<file path="src/rtl/seq_det_param.sv">
// Runtime-programmable serial pattern detector: compares the last PAT_LEN sampled bits to a loadable pattern.
// Optional saturating match counter is built only when SEQDET_MATCH_CNT_EN is defined.
module seq_det_param #(
  parameter int                 PAT_LEN  = 4,
  parameter logic [PAT_LEN-1:0] PAT_INIT = 4'b1010,
  parameter int                 CNT_W    = 8,
  localparam int                FILL_W   = $clog2(PAT_LEN + 1)
) (
  input  logic               fsm_clk,
  input  logic               clr,
  input  logic               din,
  input  logic               din_valid,
  input  logic               overlap,
  input  logic               pat_load,
  input  logic [PAT_LEN-1:0] pat_in,
  output logic               seq_det,
  output logic [FILL_W-1:0]  fill,
  output logic [CNT_W-1:0]   match_cnt
);

  localparam logic [FILL_W-1:0] FILL_FULL = FILL_W'(PAT_LEN);

  generate
    if (PAT_LEN < 2 || PAT_LEN > 16) begin : g_bad_len
      $error("seq_det_param: PAT_LEN must be in 2..16");
    end
  endgenerate

  logic [PAT_LEN-1:0] hist_q, hist_d;
  logic [PAT_LEN-1:0] pat_q, pat_d;
  logic [FILL_W-1:0]  fill_q, fill_d;
  logic               det_q, det_d;

  logic [PAT_LEN-1:0] hist_n;
  logic [FILL_W-1:0]  fill_n;
  logic               match;

  always_comb begin
    hist_n = {hist_q[PAT_LEN-2:0], din};
    fill_n = (fill_q == FILL_FULL) ? fill_q : fill_q + 1'b1;
    match  = din_valid && !pat_load && (fill_n == FILL_FULL) && (hist_n == pat_q);
  end

  always_comb begin
    hist_d = hist_q;
    fill_d = fill_q;
    pat_d  = pat_q;
    det_d  = 1'b0;
    if (pat_load) begin
      // A simultaneous sample is dropped so the new pattern starts from clean history.
      pat_d  = pat_in;
      hist_d = '0;
      fill_d = '0;
    end else if (din_valid) begin
      if (match) begin
        det_d = 1'b1;
        if (overlap) begin
          hist_d = hist_n;
          fill_d = FILL_FULL;
        end else begin
          hist_d = '0;
          fill_d = '0;
        end
      end else begin
        hist_d = hist_n;
        fill_d = fill_n;
      end
    end
  end

  always_ff @(posedge fsm_clk) begin
    if (clr) begin
      hist_q <= '0;
      fill_q <= '0;
      pat_q  <= PAT_INIT;
      det_q  <= 1'b0;
    end else begin
      hist_q <= hist_d;
      fill_q <= fill_d;
      pat_q  <= pat_d;
      det_q  <= det_d;
    end
  end

  assign seq_det = det_q;
  assign fill    = fill_q;

`ifdef SEQDET_MATCH_CNT_EN
  logic [CNT_W-1:0] cnt_q, cnt_d;

  always_comb begin
    cnt_d = cnt_q;
    if (match && (cnt_q != {CNT_W{1'b1}})) begin
      cnt_d = cnt_q + 1'b1;
    end
  end

  always_ff @(posedge fsm_clk) begin
    if (clr) begin
      cnt_q <= '0;
    end else begin
      cnt_q <= cnt_d;
    end
  end

  assign match_cnt = cnt_q;
`else
  assign match_cnt = '0;
`endif

endmodule

</file>
<file path="config.mk">
export PLATFORM = sky130hd
export DESIGN_NAME = seq_det_param
export DESIGN_NICKNAME = d
export VERILOG_FILES = /design/src/rtl/seq_det_param.sv
export SDC_FILE = /design/constraint.sdc
export NUM_CORES = 1
export LEC_CHECK = 0
export ABC_AREA = 1
export CORE_MARGIN = 8
export CORE_UTILIZATION = 43
export DETAILED_ROUTE_END_ITERATION = 10
export PLACE_DENSITY = 0.87
export SYNTH_ARGS = -nofsm -noshare
export SYNTH_HDL_FRONTEND = slang
export SYNTH_SLANG_ARGS = --single-unit
</file>
<file path="constraint.sdc">
create_clock -name fsm_clk -period 1.85 [get_ports fsm_clk]
set_input_delay 0.37 -clock fsm_clk [delete_from_list [all_inputs] [get_ports fsm_clk]]
set_output_delay 0.37 -clock fsm_clk [all_outputs]
set_load 0.05 [all_outputs]
</file>
Yosys cells after proc, flatten, opt, wreduce, memory -nomap -nowiden
Cells that the tools add are included.
{"block": "totals", "regBits": 11, "out_inout_bits": 12, "elab_cells": 21}
{"block": "classes", "addsub": 1, "n_eq_ne": 3, "n_mux": 6, "bitwise": 1, "reduce_logical": 6}
{"cell": "two-way mux 3 bit", "count": 5}
{"cell": "equality test 3 bit (second input constant)", "count": 2}
{"cell": "equality test 4 bit", "count": 1}
{"cell": "adder 3 x 1 -> 3 bit (second input constant)", "count": 1}
{"cell": "logical AND 1 bit", "count": 3}
{"cell": "OR reduction 3 bit", "count": 1}
{"cell": "OR reduction 2 bit", "count": 1}
{"cell": "logical NOT 1 bit", "count": 1}
{"cell": "two-way mux 1 bit", "count": 1}
{"cell": "NOT 1 bit", "count": 1}

Logic depth before layout (Yosys ltp)
Gate-level depths: netlist of the first run.
{"block": "logic_depth", "depth_word": 6, "ltp_mapped": 10, "ltp_nobuf": 10}

Least setup slack after synthesis of the first run
No wires, ideal clock.
{"block": "synth_timing", "path_type": "register -> register", "start": "reg fill_q[0] (netlist: fill[0])", "end": "reg fill_q[2] (netlist: fill[2])", "setup_time_ns": 0.119, "arrival_time_ns": 1.662, "path_slack_ns": 0.068, "path_stages_with_launch": 11, "n_path_buf": 0, "path_cell_list": "dfxtp_1 -> inv_1 -> ha_1 -> inv_1 -> nand2_1 -> nor2_1 -> nand3_1 -> nor2_2 -> nand3_2 -> nand3_1 -> a21oi_1"}
{"block": "synth_between", "elab_chain_len": 6, "elab_cells_between_ends": 7, "cone_classes": "1 x add/sub; 2 x eq/ne; 2 x mux; 2 x reduce/logical"}
{"item": "start, declared", "line": "31", "source": "logic [FILL_W-1:0] fill_q, fill_d;"}
{"item": "start signal, assigned", "line": "79", "source": "fill_q <= fill_d;"}
{"item": "adder 3 x 1 -> 3 bit or equality test 3 bit (tied branches)", "line": "40", "source": "fill_n = (fill_q == FILL_FULL) ? fill_q : fill_q + 1'b1;"}
{"item": "two-way mux 3 bit (*)", "line": "40"}
{"item": "equality test 3 bit", "line": "41", "source": "match = din_valid && !pat_load && (fill_n == FILL_FULL) && (hist_n == pat_q);"}
{"item": "logical AND 1 bit (2 in a row)", "line": "41"}
{"item": "two-way mux 3 bit (*)", "line": "55", "source": "if (match) begin"}
Mark *: on every way between the ends. The rest lies on a longest branch, timed or not.
A chain may end at the register's enable or synchronous reset.

Final worst setup path of the first run
{"block": "layout_timing", "start": "reg det_q (netlist: seq_det)", "end": "out seq_det"}
{"item": "start, declared", "line": "32", "source": "logic det_q, det_d;"}
{"item": "start signal, assigned", "line": "81", "source": "det_q <= det_d;"}
{"item": "end, declared", "line": "16", "source": "output logic seq_det,"}
No word-level cell between the ends.

==> out/qor_table.md, run 1 <==
| Stage | Quantity | Value |
|---|---|---|
| placed design | Final HPWL DP | 1180 um |
| finish | Commonest non-fill, non-tap cell in the layout | sky130_fd_sc_hd__nand2_1 |
| placed design | Final estimated routing congestion in global placement | 0.817 |
| synthesis | Post-Syn Area | 652 um2 |
| clock network | H-tree levels | 1 |
| finish | Final Instance Area | 795 um2 |
| clock network | Number of buffers between clock root and the deepest sink | 2 |
| drt | Final ANT Viol Nets | 0 |
| sta | Worst-case hold slack | 494 ps |
| setup path | Type of destination of the critical path | output port |
| die | Top-level port count | 22 |
| setup path | Worst Setup Path Type | flop to output port |
| setup path | Arr. time, crit path | 1380 ps |
| global route | Overall track demand over capacity in global routing | 10.2% |
| finish | Antenna diode count | 0 |
| setup path | Logic depth of the worst setup path including buffers | 1 |
| placed design | Cell area after placement | 768 um2 |
| finish | Commonest cells after routing, fill and taps aside | sky130_fd_sc_hd__nand2_1, sky130_fd_sc_hd__inv_1, sky130_fd_sc_hd__a21oi_1, sky130_fd_sc_hd__dfxtp_1, sky130_fd_sc_hd__clkdlybuf4s50_1 |
| finish | Synth-to-Final Area Change | 21.9% |
| setup path | Biggest cell delay along the critical path | 800 ps |
| finish | Fraction of final layout cells sized beyond drive strength 1 | 8.85% |
| clock network | Post-cts resize count | 0 |
| clock network | Clock latency at the later pin of the worst-skew pair | 270 ps |
| setup path | Cell-by-cell trace of the critical path | clkdlybuf4s50_1 |
| setup path | Number of buffer and inverter stages on the critical path | 1 |
| drt | Post-detailed-route via-to-cell ratio | 4.91 |
| synthesis | Post-synthesis sequential element count | 11 |
| sta | Final worst-path cycle share | 94.7% |
| global route | Met1 routing resource usage after global routing | 10.5% |
| flow run | Max-cap check violation count | 0 |
| setup path | CP startpoint kind | flop |
| sta | Least setup slack across all paths after layout | 98.1 ps |
| clock network | Clock-pin slew on the worst setup and hold paths | 70 ps |
| global route | Total grt overflow | 0 |
| sta | Worst slew margin relative to its limit | 66.6% |
| clock network | Number of buffers created by CTS | 3 |
| sta | Final worst clock skew | 3.30 ps |
| drt | First-pass detailed-route iteration total | 4 |
| clock network | Post-CTS setup buffer count | 0 |
| synthesis | Post-Syn Instances | 96 |
| sta | Final Hold Violating Endpoints | 0 |
| pwr | Cell Pwr Density | 677 nW/um2 |
| global route | Most Crowded Layer GR | met2 |
| global route | Initial antenna violation count | 0 |
| die | Placeable Area | 1470 um2 |
| drt | Number of violations reported at the end of detailed-routing iteration 0 | 18 |
| clock network | TritonCTS sink count | 11 |
| sta | Highest clock frequency the design can meet | 571 MHz |
| synthesis | Portion of the post-synthesis area used by sequential elements | 33.8% |
| finish | Filler Cell Count | 155 |
| setup path | Data required time of the critical path | 1480 ps |
| drt | Residual DRC count | 0 |
| global route | Maximum number of pins on one net before global-route repair | 9 |
| pwr | Leakage power | 0.000353 uW |
| sta | Count of final setup violators | 0 |
| clock network | Number of hold buffers added after cts | 0 |
| sta | TNS Setup | 0 ps |
| placed design | Count of input and output buffers | 13 |
| die | Die area | 3020 um2 |
| placed design | Pre-CTS worst setup slack | 253 ps |
| setup path | Dominant delay contributor by cell family on the critical path | buffers and inverters |
| synthesis | Distinct cell type count of the synthesized netlist | 18 |
| global route | Grt met3 use | 4.01% |
| setup path | Maximum net fanout on the critical path | 1 |
| setup path | Register-to-Register Path Depth | 10 |
| setup path | Slowest-stage cell, CP | sky130_fd_sc_hd__clkdlybuf4s50_1 |
| global route | Met2 demand-to-capacity share in global routing | 16.6% |
| sta | Final critical-path required period | 1750 ps |
| die | Width of the die | 54.9 um |
| sta | Setup repair after global routing missed its margin | false |
| hold path | Path category of the worst min-delay check | flop to flop |
| synthesis | Mean area per synthesized cell | 6.79 um2 |
| synthesis | Yosys warning total | 0 |
| sta | Slew Limit Fails | 0 |
| die | Starting utilization of the core area | 44.3% |
| finish | Total Nets Final | 126 |
| clock network | Cell at the root of the clock tree | sky130_fd_sc_hd__clkbuf_4 |
| die | Standard-cell rows | 14 |
| drt | Total wire length | 1420 um |
| clock network | TritonCTS clock tree | yes |
| drt | Via count | 634 |
| global route | Vias in the first global route | 574 |
| sta | Transition at the pin with the smallest max-transition slack | 499 ps |
| hold path | Hold-critical path depth | 2 |
| pwr | VDD IR-drop max | 0.369 mV |
| status | Run status | finished clean |
| die | Die outline height | 54.9 um |
| global route | Global-route wire length before repair | 2240 um |
| drt | Average detailed-routed wire length per instance | 11.0 um |
area by class of cell:
cell class,count,area (um2),area share (%)
inverters,17,63.8,8.03
flip-flops and latches,11,220,27.7
well taps,16,20.0,2.52
repair buffers,14,130,16.4
clock buffers,4,26.3,3.31
multi-input cells,67,334,42.0
synth_stat cells:
master / instances / area share [%]
sky130_fd_sc_hd__nand3_2: 1 / 1.5
sky130_fd_sc_hd__xnor2_1: 1 / 1.3
sky130_fd_sc_hd__ha_1: 2 / 3.8
sky130_fd_sc_hd__nor3_4: 1 / 2.5
sky130_fd_sc_hd__nand2_1: 21 / 12
sky130_fd_sc_hd__nor2_2: 1 / 0.96
sky130_fd_sc_hd__nand4_1: 1 / 0.96
sky130_fd_sc_hd__a21oi_1: 11 / 8.4
sky130_fd_sc_hd__nand3_1: 8 / 6.1
sky130_fd_sc_hd__nor3b_1: 1 / 1.2
sky130_fd_sc_hd__nor3_1: 1 / 0.77
sky130_fd_sc_hd__buf_4: 8 / 9.2
sky130_fd_sc_hd__conb_1: 1 / 0.58
sky130_fd_sc_hd__nor2_1: 5 / 2.9
sky130_fd_sc_hd__o21ai_0: 4 / 3.1
sky130_fd_sc_hd__inv_1: 17 / 9.8
sky130_fd_sc_hd__dfxtp_1: 11 / 34
sky130_fd_sc_hd__o22ai_1: 1 / 0.96
state kept, by name, summed over array words and instances (netlist names):
register	flops
pat_q	4
fill	3
hist_q	3
seq_det	1
final timing paths:
kind              slack, ps                     end                   from
setup / recovery        100                 seq_det     seq_det$_SDFF_PP0_
hold / removal          490   pat_q[3]$_SDFFE_PP1P_  pat_q[3]$_SDFFE_PP1P_
setup reg to reg        300  hist_q[1]$_SDFFE_PP0P_   fill[0]$_SDFFE_PP0P_
hold reg to reg         490   pat_q[3]$_SDFFE_PP1P_  pat_q[3]$_SDFFE_PP1P_
logic make-up after synthesis:
kind of cell    count (synthesis)  share of synthesized area (%)
fa+ha+maj                       2                           3.84
compound gates                 16                           12.5
xor+xnor                        1                           1.34
buf+inv                        25                           19.0
simple gates                   40                           29.0
flops                          11                           33.8
other cells                     1                          0.575
metal layers:
layer  part of all wire (%)  wire, um
met5                      0         0
met4                    2.9        42
met3                     11       152
met2                     45       645
met1                     41       583
through the flow:
stage                     total power, uW  instances  utilization [%]
after CTS                             542        129             54.0
after global routing                  564        129             54.0
after global placement                375        125             52.2
after detailed placement              379        125             52.2
final                                 538        129             54.0
after floorplan                       353        103                -
power by group:
group	switching [uW]	internal, uW
Sequential	7.08	246
Clock	80.2	83.5
Combinational	82.7	38.4
worst reg2reg max path: cells and delay by family (launching register included):
family | cells | cell delay, ps
buf+inv | 2 | 150
fa+ha+maj | 1 | 300
flops | 1 | 380
compound gates | 1 | 60
simple gates | 6 | 550
No activity file was read; power rests on OpenSTA's default activity.
==> run 2: changes to the inputs <==
--- a/config.mk
+++ b/config.mk
@@ -6,7 +6,7 @@
 export NUM_CORES = 1
 export LEC_CHECK = 0
 export ABC_AREA = 1
-export CORE_MARGIN = 8
+export CORE_MARGIN = 1.5
 export CORE_UTILIZATION = 43
 export DETAILED_ROUTE_END_ITERATION = 10
 export PLACE_DENSITY = 0.87
==> run 2 against run 1 <==
- first-iteration DRC count rose by 39%
- sequential share of layout area barely moved
- largest cell class unchanged
- critical path type unchanged
- register-to-register slack improved by 20 ps
==> out/qor_table.md, run 2 (synthesis results as in run 1) <==
| Stage | Quantity | Value | vs previous |
|---|---|---|---|
| status | Run status | finished clean | unchanged |
| global route | Total grt overflow | 0 | unchanged |
| drt | Average detailed-routed wire length per instance | 10.5 um | was 11.0 um |
| finish | Max reg flops | 4 | unchanged |
| finish | Most flops, register | pat_q | unchanged |
| sta | Final critical-path required period | 1740 ps | was 1750 ps |
| hold path | Path category of the worst min-delay check | flop to flop | unchanged |
| placed design | Count of input and output buffers | 13 | unchanged |
| pwr | Combinational power share | 22.4% | was 22.5% |
| die | Top-level port count | 22 | unchanged |
| sta | Final worst clock skew | 3.41 ps | was 3.30 ps |
| placed design | Final HPWL DP | 1000 um | was 1180 um |
| flow run | Max-cap check violation count | 0 | unchanged |
| hold path | Worst-case hold path end point | pat_q[3]$_SDFFE_PP1P_ | unchanged |
| sta | Least setup slack across all paths after layout | 114 ps | was 98.1 ps |
| global route | Global-route wire length before repair | 2010 um | was 2240 um |
| pwr | Cell Pwr Density | 684 nW/um2 | was 677 nW/um2 |
| clock network | Post-CTS setup buffer count | 0 | unchanged |
| finish | Synth-to-Final Area Change | 21.7% | was 21.9% |
| clock network | Clock latency at the later pin of the worst-skew pair | 270 ps | about the same |
| clock network | Post-cts resize count | 0 | unchanged |
| setup path | Reg-to-reg setup timing slack | 320 ps | was 300 ps |
| finish | Count of placed standard cells in the final layout, fillers left out | 128 | was 129 |
| setup path | Worst Setup Path Type | flop to output port | unchanged |
| clock network | Clock-pin slew on the worst setup and hold paths | 70 ps | about the same |
| global route | Overall track demand over capacity in global routing | 15.2% | was 10.2% |
| die | Die area | 1760 um2 | was 3020 um2 |
| finish | Commonest cells after routing, fill and taps aside | sky130_fd_sc_hd__nand2_1, sky130_fd_sc_hd__inv_1, sky130_fd_sc_hd__a21oi_1, sky130_fd_sc_hd__dfxtp_1, sky130_fd_sc_hd__clkdlybuf4s50_1 | unchanged |
| setup path | Cell-by-cell trace of the critical path | clkdlybuf4s50_1 | unchanged |
| sta | Count of final setup violators | 0 | unchanged |
| die | Starting utilization of the core area | 48.3% | was 44.3% |
| pwr | VDD IR-drop max | 0.423 mV | was 0.369 mV |
| drt | Residual DRC count | 0 | unchanged |
| setup path | Maximum net fanout on the critical path | 1 | unchanged |
| setup path | Biggest cell delay along the critical path | 790 ps | was 800 ps |
| setup path | Start point of the critical path | seq_det$_SDFF_PP0_ | unchanged |
| setup path | Type of destination of the critical path | output port | unchanged |
| pwr | Internal power | 368 uW | about the same |
| die | Placeable Area | 1350 um2 | was 1470 um2 |
| pwr | Switching portion of total power | 32.2% | was 31.6% |
| placed design | Final estimated routing congestion in global placement | 0.818 | was 0.817 |
| sta | Highest clock frequency the design can meet | 576 MHz | was 571 MHz |
| finish | Fraction of final layout cells sized beyond drive strength 1 | 8.85% | unchanged |
| setup path | Arr. time, crit path | 1370 ps | was 1380 ps |
| sta | Final Hold Violating Endpoints | 0 | unchanged |
| setup path | Dominant delay contributor by cell family on the critical path | buffers and inverters | unchanged |
| drt | First-pass detailed-route iteration total | 4 | unchanged |
| placed design | Pre-CTS worst setup slack | 254 ps | was 253 ps |
| global route | Maximum number of pins on one net before global-route repair | 9 | unchanged |
| sta | Worst-case hold slack | 488 ps | was 494 ps |
| setup path | Number of buffer and inverter stages on the critical path | 1 | unchanged |
| clock network | TritonCTS clock tree | yes | unchanged |
| drt | Via count | 638 | was 634 |
| placed design | DP Cell Count | 124 | was 125 |
| setup path | Data required time of the critical path | 1480 ps | about the same |
| finish | Final core utilization | 58.8% | was 54.0% |
| setup path | CP startpoint kind | flop | unchanged |
| sta | Setup repair after global routing missed its margin | false | unchanged |
| clock network | H-tree levels | 1 | unchanged |
| finish | Total Nets Final | 126 | unchanged |
| global route | Initial antenna violation count | 0 | unchanged |
| die | Width of the die | 41.9 um | was 54.9 um |
| clock network | Number of buffers created by CTS | 3 | unchanged |
| clock network | Number of buffers between clock root and the deepest sink | 2 | unchanged |
| pwr | Switching power | 175 uW | was 170 uW |
| setup path | Worst reg2reg endpoint | hist_q[1]$_SDFFE_PP0P_ | unchanged |
| die | Standard-cell rows | 13 | was 14 |
| die | Die outline height | 41.9 um | was 54.9 um |
| pwr | Clock Power Share | 31.0% | was 30.4% |
| global route | Vias in the first global route | 502 | was 574 |
| sta | Final worst-path cycle share | 93.8% | was 94.7% |
| finish | Antenna diode count | 0 | unchanged |
| clock network | TritonCTS sink count | 11 | unchanged |
| setup path | R2r startpoint | fill[0]$_SDFFE_PP0P_ | unchanged |
| drt | Total wire length | 1340 um | was 1420 um |
| drt | Post-detailed-route via-to-cell ratio | 4.98 | was 4.91 |
| drt | Final ANT Viol Nets | 0 | unchanged |
| setup path | Slowest-stage cell, CP | sky130_fd_sc_hd__clkdlybuf4s50_1 | unchanged |
| pwr | Seq pwr share | 46.6% | was 47.0% |
| sta | Slew Limit Fails | 0 | unchanged |
| sta | TNS Setup | 0 ps | unchanged |
| setup path | Register-to-Register Path Depth | 10 | unchanged |
| finish | Commonest non-fill, non-tap cell in the layout | sky130_fd_sc_hd__nand2_1 | unchanged |
| clock network | Cell at the root of the clock tree | sky130_fd_sc_hd__clkbuf_4 | unchanged |
| hold path | Hold-critical path depth | 2 | unchanged |
| hold path | Worst min-delay path startpoint | pat_q[3]$_SDFFE_PP1P_ | unchanged |
| clock network | Number of hold buffers added after cts | 0 | unchanged |
| pwr | Leakage power | 0.000353 uW | unchanged |
| drt | Number of violations reported at the end of detailed-routing iteration 0 | 25 | was 18 |
[run 2: worst max-delay path by stage]
stage,endpoint,slack [ps],depth (start not counted)
finish,seq_det,110,1
global route,seq_det,60,1
CTS,seq_det,100,1
detailed placement,hist_q[1]$_SDFFE_PP0P_,250,8
global placement,fill[2]$_SDFFE_PP0P_,260,8
floorplan,fill[2]$_SDFFE_PP0P_,70,10
[run 2: layer usage]
layer,vias to the layer above,share of wire [%],global-route usage [%]
met5,-,0,0
met4,0,1.6,7.10
met3,5,7.8,6.52
met2,32,50,24.4
met1,277,41,17.1
li1,324,-,-
[run 2: power by group through the flow]
| stage | Clock, uW | Combinational, uW | Sequential, uW |
|---|---|---|---|
| 6_report | 168 | 122 | 253 |
| 5_1_grt | 185 | 131 | 254 |
| 4_1_cts | 175 | 121 | 253 |
| 3_5_place_dp | 0 | 119 | 258 |
| 3_3_place_gp | 0 | 117 | 258 |
| 2_1_floorplan | 0 | 89.1 | 264 |
[run 2: cell type report]
class | count | area [um2]
clock buffers | 4 | 26.3
well taps | 15 | 18.8
flip-flops and latches | 11 | 220
multi-input cells | 67 | 334
fillers | 136 | 557
repair buffers | 14 | 130
inverters | 17 | 63.8
[run 2: stage by stage]
| step | total power, uW | area, um2 |
|---|---|---|
| finish | 543 | 793 |
| floorplan | 353 | 678 |
| CTS | 548 | 793 |
| global route | 570 | 793 |
| detailed placement | 378 | 767 |
| global placement | 375 | 767 |
[run 2: worst reg2reg max path, delay by kind of cell, from the launching register on]
family	cells	cell delay (ps)
AOI/OAI and AO/OA	1	60
adders and majority gates	1	300
buffers and inverters	2	150
DFF	1	380
and+or+nand+nor	6	520
==> run 3: changes to the inputs <==
--- a/config.mk
+++ b/config.mk
@@ -10,6 +10,7 @@
 export CORE_UTILIZATION = 43
 export DETAILED_ROUTE_END_ITERATION = 10
 export PLACE_DENSITY = 0.87
+export REMOVE_ABC_BUFFERS = 1
 export SYNTH_ARGS = -nofsm -noshare
 export SYNTH_HDL_FRONTEND = slang
 export SYNTH_SLANG_ARGS = --single-unit
==> run 3 against run 2 <==
- non-clock buffer count is the same
- critical path depth is the same
- power shrank 0.12%
- critical endpoint unchanged
- flip-flop and latch count is the same
==> out/qor_table.md, run 3 (synthesis results as in run 1) <==
| Stage | Quantity | Value | vs previous |
|---|---|---|---|
| drt | Final ANT Viol Nets | 0 | unchanged |
| die | Standard-cell rows | 13 | unchanged |
| pwr | Cell Pwr Density | 682 nW/um2 | was 684 nW/um2 |
| drt | Total wire length | 1340 um | about the same |
| finish | Commonest cells after routing, fill and taps aside | sky130_fd_sc_hd__nand2_1, sky130_fd_sc_hd__inv_1, sky130_fd_sc_hd__a21oi_1, sky130_fd_sc_hd__dfxtp_1, sky130_fd_sc_hd__clkdlybuf4s50_1 | unchanged |
| clock network | Post-CTS setup buffer count | 0 | unchanged |
| flow run | Max-cap check violation count | 0 | unchanged |
| setup path | Worst setup path endpoint | seq_det | unchanged |
| setup path | Reg-to-reg setup timing slack | 320 ps | about the same |
| finish | Filler Cell Count | 114 | was 136 |
| setup path | CP startpoint kind | flop | unchanged |
| setup path | Slowest-stage cell, CP | sky130_fd_sc_hd__clkdlybuf4s50_1 | unchanged |
| die | Top-level port count | 22 | unchanged |
| clock network | Post-cts resize count | 0 | unchanged |
| status | Run status | finished clean | unchanged |
| finish | Max reg flops | 4 | unchanged |
| drt | Post-detailed-route via-to-cell ratio | 5.04 | was 4.98 |
| setup path | Type of destination of the critical path | output port | unchanged |
| setup path | Arr. time, crit path | 1370 ps | about the same |
| finish | Most flops, register | pat_q | unchanged |
| hold path | Path category of the worst min-delay check | flop to flop | unchanged |
| clock network | Cell at the root of the clock tree | sky130_fd_sc_hd__clkbuf_4 | unchanged |
| setup path | Worst Setup Path Type | flop to output port | unchanged |
| placed design | Final estimated routing congestion in global placement | 0.736 | was 0.818 |
| pwr | Combinational power share | 22.5% | was 22.4% |
| global route | Overall track demand over capacity in global routing | 16.6% | was 15.2% |
| pwr | Leakage power | 0.000356 uW | was 0.000353 uW |
| drt | Number of violations reported at the end of detailed-routing iteration 0 | 24 | was 25 |
| setup path | Logic depth of the worst setup path including buffers | 1 | unchanged |
| global route | Grt met3 use | 6.09% | was 6.52% |
| clock network | Clock latency at the later pin of the worst-skew pair | 270 ps | about the same |
| global route | Vias in the first global route | 539 | was 502 |
| global route | Met1 routing resource usage after global routing | 17.8% | was 17.1% |
| global route | Met2 demand-to-capacity share in global routing | 26.9% | was 24.4% |
| placed design | Count of input and output buffers | 13 | unchanged |
| sta | Slew Limit Fails | 0 | unchanged |
| clock network | Clock-pin slew on the worst setup and hold paths | 80 ps | was 70 ps |
| setup path | Cell-by-cell trace of the critical path | clkdlybuf4s50_1 | unchanged |
| setup path | Number of buffer and inverter stages on the critical path | 1 | unchanged |
| drt | Via count | 645 | was 638 |
| clock network | Number of hold buffers added after cts | 0 | unchanged |
| finish | Synth-to-Final Area Change | 21.9% | was 21.7% |
| setup path | Worst reg2reg endpoint | hist_q[2]$_SDFFE_PP0P_ | was hist_q[1]$_SDFFE_PP0P_ |
| finish | Total Nets Final | 126 | unchanged |
| sta | Count of final setup violators | 0 | unchanged |
| pwr | Switching portion of total power | 32.8% | was 32.2% |
| setup path | Register-to-Register Path Depth | 10 | unchanged |
| drt | Residual DRC count | 0 | unchanged |
| clock network | H-tree levels | 1 | unchanged |
| placed design | Pre-CTS worst setup slack | 240 ps | was 254 ps |
| pwr | VDD IR-drop max | 0.386 mV | was 0.423 mV |
| pwr | Seq pwr share | 46.6% | about the same |
| global route | Most Crowded Layer GR | met2 | unchanged |
| finish | Antenna diode count | 0 | unchanged |
| finish | Fraction of final layout cells sized beyond drive strength 1 | 9.73% | was 8.85% |
| global route | Global-route wire length before repair | 2170 um | was 2010 um |
| sta | Setup repair after global routing missed its margin | false | unchanged |
| sta | TNS Setup | 0 ps | unchanged |
| drt | Average detailed-routed wire length per instance | 10.5 um | about the same |
| sta | Least setup slack across all paths after layout | 109 ps | was 114 ps |
| global route | Maximum number of pins on one net before global-route repair | 9 | unchanged |
| drt | First-pass detailed-route iteration total | 4 | unchanged |
| die | Width of the die | 41.9 um | unchanged |
| die | Placeable Area | 1350 um2 | unchanged |
| die | Starting utilization of the core area | 48.3% | unchanged |
| sta | Final worst-path cycle share | 94.1% | was 93.8% |
| setup path | Biggest cell delay along the critical path | 790 ps | about the same |
| setup path | Start point of the critical path | seq_det$_SDFF_PP0_ | unchanged |
| sta | Final Hold Violating Endpoints | 0 | unchanged |
| clock network | TritonCTS clock tree | yes | unchanged |
| clock network | Number of buffers created by CTS | 3 | unchanged |
| clock network | TritonCTS sink count | 11 | unchanged |
| setup path | Maximum net fanout on the critical path | 1 | unchanged |
| global route | Total grt overflow | 0 | unchanged |
| die | Die outline height | 41.9 um | unchanged |
| sta | Highest clock frequency the design can meet | 574 MHz | was 576 MHz |
| finish | Commonest non-fill, non-tap cell in the layout | sky130_fd_sc_hd__nand2_1 | unchanged |
| clock network | Number of buffers between clock root and the deepest sink | 2 | unchanged |
| setup path | Dominant delay contributor by cell family on the critical path | buffers and inverters | unchanged |
| setup path | Data required time of the critical path | 1480 ps | about the same |
| pwr | Clock Power Share | 30.9% | was 31.0% |
| pwr | Internal power | 364 uW | was 368 uW |
| sta | Final worst clock skew | 9.41 ps | was 3.41 ps |
| pwr | Switching power | 178 uW | was 175 uW |
| placed design | Final HPWL DP | 1030 um | was 1000 um |
| global route | Initial antenna violation count | 0 | unchanged |
| sta | Final critical-path required period | 1740 ps | about the same |
| setup path | R2r startpoint | fill[0]$_SDFFE_PP0P_ | unchanged |
| die | Die area | 1760 um2 | unchanged |
| sta | Worst-case hold slack | 489 ps | was 488 ps |
| finish | Final core utilization | 58.9% | was 58.8% |
-- run 3: area by class of cell --
cell class / instances / area (um2) / area share [%]
clock inverter: 1 / 5.00 / 0.630
timing repair buffer: 14 / 130 / 16.4
clock buffer: 3 / 22.5 / 2.83
sequential: 11 / 220 / 27.7
tap: 15 / 18.8 / 2.36
multi-input combinational: 67 / 334 / 42.0
inverter: 17 / 63.8 / 8.03
-- run 3: worst reg2reg max path, cell delays in order (launching register included) --
cell                      delay, ps
sky130_fd_sc_hd__dfxtp_1        370
sky130_fd_sc_hd__inv_1           90
sky130_fd_sc_hd__ha_1           300
sky130_fd_sc_hd__inv_1           60
sky130_fd_sc_hd__nand2_1         70
sky130_fd_sc_hd__nor2_1          90
sky130_fd_sc_hd__nand3_1         90
sky130_fd_sc_hd__nor2_2         100
sky130_fd_sc_hd__nand3_2        100
sky130_fd_sc_hd__nand3_1         80
sky130_fd_sc_hd__a21oi_1         60
-- run 3: worst min-delay path by stage --
stage                                start                endpoint  slack, ps  cells after the start
floorplan                              clr      seq_det$_SDFF_PP0_        450                      1
finish               pat_q[3]$_SDFFE_PP1P_   pat_q[3]$_SDFFE_PP1P_        490                      2
global route        hist_q[2]$_SDFFE_PP0P_  hist_q[2]$_SDFFE_PP0P_        520                      2
CTS                  pat_q[3]$_SDFFE_PP1P_   pat_q[3]$_SDFFE_PP1P_        500                      2
detailed placement   pat_q[3]$_SDFFE_PP1P_   pat_q[3]$_SDFFE_PP1P_        480                      2
global placement     pat_q[3]$_SDFFE_PP1P_   pat_q[3]$_SDFFE_PP1P_        480                      2
-- run 3: metrics by stage --
| stage | power [uW] | cell area, um2 | std cells |
|---|---|---|---|
| finish | 542 | 795 | 128 |
| global route | 568 | 795 | 128 |
| CTS | 543 | 795 | 128 |
| detailed placement | 378 | 767 | 124 |
| global placement | 375 | 767 | 124 |
| floorplan | 340 | 618 | 95 |
-- run 3: per-layer routing --
metal  part of all wire, %  up-vias  wire, um
met5                     0        -         0
met2                    47       35       636
met1                    39      274       522
met3                   9.7        8       130
met4                   3.8        0        51
li1                      -      328         -
-- run 3: power by group through the flow --
| stage | Sequential [uW] | Clock (uW) | Combinational, uW |
|---|---|---|---|
| after floorplan | 264 | 0 | 75.7 |
| after CTS | 253 | 169 | 121 |
| after global routing | 254 | 183 | 131 |
| after detailed placement | 258 | 0 | 120 |
| after global placement | 258 | 0 | 118 |
| final | 253 | 167 | 122 |
